===== config.mk =====
export PLATFORM = sky130hd
export DESIGN_NAME = mux_test_sequencer_flat
export DESIGN_NICKNAME = d
export VERILOG_FILES = /design/src/rtl/mux_test_sequencer_if.sv /design/src/rtl/mux_test_sequencer.sv /design/src/flat_wrapper.sv
export SDC_FILE = /design/constraint.sdc
export NUM_CORES = 1
export LEC_CHECK = 0
export ABC_AREA = 1
export CORE_MARGIN = 3
export CORE_UTILIZATION = 49
export DETAILED_ROUTE_END_ITERATION = 16
export PLACE_DENSITY_LB_ADDON = 0.08
export SKIP_CTS_REPAIR_TIMING = 1
export SYNTH_ARGS = -nofsm -noshare
export SYNTH_HDL_FRONTEND = slang
export SYNTH_SLANG_ARGS = --single-unit

===== constraint.sdc =====
create_clock -name wb_clk_i -period 2 [get_ports wb_clk_i]
set_input_delay 0.2 -clock wb_clk_i [delete_from_list [all_inputs] [get_ports wb_clk_i]]
set_output_delay 0.2 -clock wb_clk_i [all_outputs]
set_load 0.03 [all_outputs]

===== src/rtl/mux_test_sequencer_if.sv =====
// Stimulus/response bundle between the sequencer and the 4:1 mux under test.
// The sequencer drives selects and data; the mux returns its two outputs.
interface mux_test_sequencer_if;
  logic [3:0] stim_i;
  logic [1:0] stim_s;
  logic       gf_out;
  logic       bfg_out;

  modport master (output stim_i, output stim_s, input gf_out, input bfg_out);
  modport slave  (input stim_i, input stim_s, output gf_out, output bfg_out);
endinterface


===== src/rtl/mux_test_sequencer.sv =====
// Sweeps all 64 {s1,s0,i3..i0} vectors through the mux under test, checks both
// mux outputs against the golden function and each other, and keeps error stats.
module mux_test_sequencer #(
  parameter int unsigned SETTLE_CYCLES = 8,
  parameter int unsigned CNT_W         = 8
) (
  input  logic                 wb_clk_i,
  input  logic                 wb_rst_i,
  input  logic                 start,
  input  logic                 abort,
  input  logic                 loop_en,
  mux_test_sequencer_if.master mux,
  output logic                 busy,
  output logic                 done,
  output logic                 pass,
  output logic [CNT_W-1:0]     gf_err_cnt,
  output logic [CNT_W-1:0]     bfg_err_cnt,
  output logic [CNT_W-1:0]     diff_cnt,
  output logic [5:0]           first_fail_vec,
  output logic                 first_fail_valid
);
  typedef enum logic [1:0] {IDLE, DRIVE, SAMPLE, DONE} state_t;

  localparam logic [7:0] SETTLE_INIT = 8'(SETTLE_CYCLES - 1);

  state_t           state_q, state_d;
  logic [5:0]       vec_q, vec_d;
  logic [7:0]       settle_q, settle_d;
  logic [1:0]       gf_sync_q, gf_sync_d;
  logic [1:0]       bfg_sync_q, bfg_sync_d;
  logic             busy_q, busy_d;
  logic             done_q, done_d;
  logic             pass_q, pass_d;
  logic [CNT_W-1:0] gf_cnt_q, gf_cnt_d;
  logic [CNT_W-1:0] bfg_cnt_q, bfg_cnt_d;
  logic [CNT_W-1:0] diff_cnt_q, diff_cnt_d;
  logic [5:0]       ff_vec_q, ff_vec_d;
  logic             ff_valid_q, ff_valid_d;

  logic [3:0] data_bits;
  logic       exp_bit, gf_bad, bfg_bad, out_diff;

  function automatic logic [CNT_W-1:0] sat_inc(input logic [CNT_W-1:0] c, input logic hit);
    return (hit && (c != '1)) ? c + CNT_W'(1) : c;
  endfunction

  always_comb begin
    data_bits = vec_q[3:0];
    exp_bit   = data_bits[vec_q[5:4]];
    gf_bad    = gf_sync_q[1] != exp_bit;
    bfg_bad   = bfg_sync_q[1] != exp_bit;
    out_diff  = gf_sync_q[1] != bfg_sync_q[1];
  end

  always_comb begin
    state_d    = state_q;
    vec_d      = vec_q;
    settle_d   = settle_q;
    gf_sync_d  = {gf_sync_q[0], mux.gf_out};
    bfg_sync_d = {bfg_sync_q[0], mux.bfg_out};
    busy_d     = busy_q;
    done_d     = done_q;
    pass_d     = pass_q;
    gf_cnt_d   = gf_cnt_q;
    bfg_cnt_d  = bfg_cnt_q;
    diff_cnt_d = diff_cnt_q;
    ff_vec_d   = ff_vec_q;
    ff_valid_d = ff_valid_q;

    // Abort is evaluated first so a coincident start is dropped and a
    // SAMPLE-cycle abort leaves the counters untouched.
    if (abort) begin
      if (state_q != IDLE) begin
        state_d = IDLE;
        vec_d   = '0;
        busy_d  = 1'b0;
        done_d  = 1'b0;
        pass_d  = 1'b0;
      end
    end else begin
      unique case (state_q)
        IDLE, DONE: begin
          if (start) begin
            state_d    = DRIVE;
            vec_d      = '0;
            settle_d   = SETTLE_INIT;
            busy_d     = 1'b1;
            done_d     = 1'b0;
            pass_d     = 1'b0;
            gf_cnt_d   = '0;
            bfg_cnt_d  = '0;
            diff_cnt_d = '0;
            ff_valid_d = 1'b0;
          end
        end
        DRIVE: begin
          if (settle_q == 8'd0) state_d = SAMPLE;
          else                  settle_d = settle_q - 8'd1;
        end
        SAMPLE: begin
          gf_cnt_d   = sat_inc(gf_cnt_q, gf_bad);
          bfg_cnt_d  = sat_inc(bfg_cnt_q, bfg_bad);
          diff_cnt_d = sat_inc(diff_cnt_q, out_diff);
          if ((gf_bad || bfg_bad) && !ff_valid_q) begin
            ff_vec_d   = vec_q;
            ff_valid_d = 1'b1;
          end
          if (vec_q != 6'd63 || loop_en) begin
            vec_d    = vec_q + 6'd1;
            settle_d = SETTLE_INIT;
            state_d  = DRIVE;
          end else begin
            state_d = DONE;
            busy_d  = 1'b0;
            done_d  = 1'b1;
            pass_d  = (gf_cnt_d == '0) && (bfg_cnt_d == '0) && (diff_cnt_d == '0);
          end
        end
        default: state_d = IDLE;
      endcase
    end
  end

  always_ff @(posedge wb_clk_i) begin
    if (wb_rst_i) begin
      state_q    <= IDLE;
      vec_q      <= '0;
      settle_q   <= '0;
      gf_sync_q  <= '0;
      bfg_sync_q <= '0;
      busy_q     <= 1'b0;
      done_q     <= 1'b0;
      pass_q     <= 1'b0;
      gf_cnt_q   <= '0;
      bfg_cnt_q  <= '0;
      diff_cnt_q <= '0;
      ff_vec_q   <= '0;
      ff_valid_q <= 1'b0;
    end else begin
      state_q    <= state_d;
      vec_q      <= vec_d;
      settle_q   <= settle_d;
      gf_sync_q  <= gf_sync_d;
      bfg_sync_q <= bfg_sync_d;
      busy_q     <= busy_d;
      done_q     <= done_d;
      pass_q     <= pass_d;
      gf_cnt_q   <= gf_cnt_d;
      bfg_cnt_q  <= bfg_cnt_d;
      diff_cnt_q <= diff_cnt_d;
      ff_vec_q   <= ff_vec_d;
      ff_valid_q <= ff_valid_d;
    end
  end

  assign mux.stim_i       = vec_q[3:0];
  assign mux.stim_s       = vec_q[5:4];
  assign busy             = busy_q;
  assign done             = done_q;
  assign pass             = pass_q;
  assign gf_err_cnt       = gf_cnt_q;
  assign bfg_err_cnt      = bfg_cnt_q;
  assign diff_cnt         = diff_cnt_q;
  assign first_fail_vec   = ff_vec_q;
  assign first_fail_valid = ff_valid_q;
endmodule


===== src/flat_wrapper.sv =====
// flat-port wrapper written by rule: the top's interface ports become plain ports
module mux_test_sequencer_flat 
#(
  parameter int unsigned SETTLE_CYCLES = 8,
  parameter int unsigned CNT_W         = 8
)
  (wb_clk_i, wb_rst_i, start, abort, loop_en, busy, done, pass, gf_err_cnt, bfg_err_cnt, diff_cnt, first_fail_vec, first_fail_valid, mux_stim_i, mux_stim_s, mux_gf_out, mux_bfg_out);
  mux_test_sequencer_if mux_i ();
  input  logic wb_clk_i;
  input  logic wb_rst_i;
  input  logic start;
  input  logic abort;
  input  logic loop_en;
  output logic busy;
  output logic done;
  output logic pass;
  output logic [CNT_W-1:0] gf_err_cnt;
  output logic [CNT_W-1:0] bfg_err_cnt;
  output logic [CNT_W-1:0] diff_cnt;
  output logic [5:0] first_fail_vec;
  output logic first_fail_valid;
  output wire logic [$bits(mux_i.stim_i)-1:0] mux_stim_i;
  output wire logic [$bits(mux_i.stim_s)-1:0] mux_stim_s;
  input wire logic [$bits(mux_i.gf_out)-1:0] mux_gf_out;
  input wire logic [$bits(mux_i.bfg_out)-1:0] mux_bfg_out;
  assign mux_stim_i = mux_i.stim_i;
  assign mux_stim_s = mux_i.stim_s;
  assign mux_i.gf_out = mux_gf_out;
  assign mux_i.bfg_out = mux_bfg_out;
  mux_test_sequencer #(.SETTLE_CYCLES(SETTLE_CYCLES), .CNT_W(CNT_W)) u_core (.wb_clk_i(wb_clk_i), .wb_rst_i(wb_rst_i), .start(start), .abort(abort), .loop_en(loop_en), .mux(mux_i), .busy(busy), .done(done), .pass(pass), .gf_err_cnt(gf_err_cnt), .bfg_err_cnt(bfg_err_cnt), .diff_cnt(diff_cnt), .first_fail_vec(first_fail_vec), .first_fail_valid(first_fail_valid));
endmodule

==> run metrics <==
PortBufs 46; NetSw 0.6916 mW; Mean Syn Cell Area 6.463 um2; die area 0.007293 mm2; CP Max Fanout 5; layout cells sized above 1 14.59%; Synth async-reset ratio 0%; Max Buffers Root-to-Sink 2; area of the core 0.006026 mm2; clock power share 32.7%; status finished, final reports clean; Clock transition at path regs 0.10 ns; Tcrit/Tclk final 93.80%; post-DR vias/cell 5.154; CTS H-tree depth 2; min Tclk post-route 1.876 ns; number of flops mapped to enable cells by yosys 0; die width 85.40 um; first-pass iteration count of the detailed router 6; worst-margin pin slew 0.4040 ns; I/O pin total 47; Hold Crit Class input pin to register; Fmax 0.5331 GHz; vias in the first global route 2980; routed wire length 7.876 mm; Ys Warns 0; reg-to-reg slack, setup 0.12 ns; synthesized cell area 0.003089 mm2; worst skew pair latency 0.31 ns; FF-to-FF End u_core.vec_q[4]$_SDFFE_PP0P_; Hold Path Sink u_core.gf_sync_q[0]$_SDFF_PP0_; Max Clock Skew 0.002226 ns; antenna-violating nets left 0; Initial Util 51.27%; GPL Wtd Cong 0.8142; Critical Path Slowest Stage Cell dfxtp_2; vias 3247; Starting DRT DRC Count 218; clock root buffer clkbuf_8; crit path launch type register; TritonCTS clock tree built; r2r startpoint u_core.state_q[0]$_SDFFE_PP0P_; cells along the critical path inv_2, ha_4, or2_2, nand2_4, a21oi_4, buf_4, nand2_1, nand2_1, a211oi_1; drt wl/cell 12.50 um; MaxCap Viol Count 0; final hold vios 0; die span in y 85.40 um; area delta synth->final 32.52%; Distinct cells, synth 32; FF+latch count, synth 54; dpl hpwl 5.708 mm; Worst EP arrival 2.09 ns; RSZ-0062 raised after global routing yes; Rows 28; Worst VDD drop 0.4296 mV; sequential share of the synthesized area 34.99%; delay of the slowest critical-path stage 0.36 ns; first-pass GRT wire length 13.30 mm; Crit Path Class register to register; Final Max Slew Viols 0; Mapped Nets 493; Gate Count Post-Synth 478; Post-route DRC 0; Sw Share 29.41%; Final nets 569; final setup fails 0; WHS Path Cells 3; grt ovf 0; Pleak 1.695 nW; pwr/cell area 574.4 mW/mm2; CTS sink count 54; combinational share of power 18.7%; Total GRT Usage 22.02%; cell mode on critical path nand2_1; Main synth FF type dfxtp_1; hold path start mux_gf_out; Int Pwr 1.660 mW; Sequential Power Share 48.6%; Final TNS setup 0 ns; initial antenna violation count 0; Critical Path RT 2.21 ns; cell family with the largest share of critical-path delay simple AND/OR/NAND/NOR gates; Worst Setup End Kind register; largest net degree at the start of global routing 31; Buf/Inv on CP 2; WHS 0.3901 ns; r2r worst-path depth 9; worst rel slew slack 72.83%; CTS buffer count 5; antenna fix cells 0
tightest hold or removal path, stage by stage:
cell and delay, ns:
clkdlybuf4s50_1 0.39, inv_1 0.05, nor2_1 0.03
flip-flops by register name, summed over array words and instances, names as in the netlist:
| register | flops |
|---|---|
| u_core.bfg_err_cnt | 8 |
| u_core.bfg_sync_q | 2 |
| u_core.busy | 1 |
| u_core.diff_cnt | 8 |
| u_core.done | 1 |
| u_core.first_fail_valid | 1 |
| u_core.first_fail_vec | 6 |
| u_core.gf_err_cnt | 8 |
| u_core.gf_sync_q | 2 |
| u_core.pass | 1 |
| u_core.settle_q | 8 |
| u_core.state_q | 2 |
| u_core.vec_q | 6 |
synth_stat cells (3+ instances only):
cell,n,area (um2)
a211oi_1,5,37.54
xnor2_1,8,70.07
xor2_1,3,26.28
a21oi_1,42,210.2
nand2_1,152,570.6
ha_1,8,100.1
dfxtp_1,54,1081
nand3_2,3,30.03
o21ai_0,17,85.08
nand3_1,47,235.2
inv_1,54,202.7
clkbuf_1,6,22.52
nand4_1,8,50.05
nor3_1,7,35.03
nor2_1,43,161.4
through the flow:
stage	util (%)	std cells	cell area, um2	total power [mW]	setup WS (ns)
global placement	63.50	618	3826	1.557	0.04476
global route	67.94	630	4094	2.482	-0.07078
floorplan	-	478	3089	1.428	0.004965
finish	67.94	630	4094	2.351	0.1240
detailed placement	63.50	618	3826	1.565	-0.06197
CTS	65.43	626	3943	2.332	-0.007088
cells by family after synthesis:
| family | count (synthesis) | share of synthesized area [%] |
|---|---|---|
| DFF | 54 | 34.99 |
| xor gates and xnor gates | 12 | 4.010 |
| AOI/OAI and AO/OA | 70 | 12.23 |
| and+or+nand+nor | 270 | 37.67 |
| buffers and inverters | 64 | 7.857 |
| adders and majority gates | 8 | 3.240 |
layer usage:
metal  wire length, um  GRT usage (%)
met4                57          4.173
met2              3745          36.30
met3               320          4.466
met1              3753          30.01
met5                 0              0
worst max-delay path by stage:
stage / start / to / slack [ns] / cells past startpoint
3_3_place_gp: abort / u_core.pass$_SDFFE_PP0P_ / 0.04 / 12
2_1_floorplan: u_core.gf_err_cnt[0]$_SDFFE_PP0P_ / u_core.pass$_SDFFE_PP0P_ / 0.005 / 11
3_5_place_dp: abort / u_core.pass$_SDFFE_PP0P_ / -0.06 / 12
5_1_grt: u_core.state_q[1]$_SDFFE_PP0P_ / u_core.pass$_SDFFE_PP0P_ / -0.07 / 13
6_report: u_core.state_q[0]$_SDFFE_PP0P_ / u_core.vec_q[4]$_SDFFE_PP0P_ / 0.12 / 9
4_1_cts: u_core.state_q[0]$_SDFFE_PP0P_ / u_core.vec_q[4]$_SDFFE_PP0P_ / -0.007 / 9
placed cells by master (no fill, tap or decap), types with 2 or more instances in the layout:
master and n:
nor3_1 7, inv_2 4, dfxtp_1 46, dfxtp_4 2
nand3_2 3, o21ai_0 17, nand4_1 8, nand2_1 146
clkbuf_8 5, ha_1 6, nand3_4 3, inv_1 51
xor2_1 3, a21oi_1 42, nand2_4 2, nand2_2 5
buf_4 30, inv_6 2, clkdlybuf4s50_1 46, nor3b_1 2
nand3_1 44, nor2_1 36, xnor2_1 8, dfxtp_2 6
nor2_2 7, a211oi_1 5
power by group through the flow:
stage / clock network (mW) / logic [mW] / registers (mW)
floorplan: 0 / 0.249 / 1.18
global placement: 0 / 0.392 / 1.17
detailed placement: 0 / 0.399 / 1.17
CTS: 0.790 / 0.401 / 1.14
global route: 0.837 / 0.497 / 1.15
finish: 0.769 / 0.440 / 1.14
cell type report:
type	count	area, um2
fillers	539	1932
multi-input cells	360	1872
flip-flops and latches	54	1096
repair buffers	77	705.7
inverters	56	210.2
well taps	75	93.84
clock buffers	5	68.82
clock inverters	3	47.55
(Power assumes the default switching activity.)
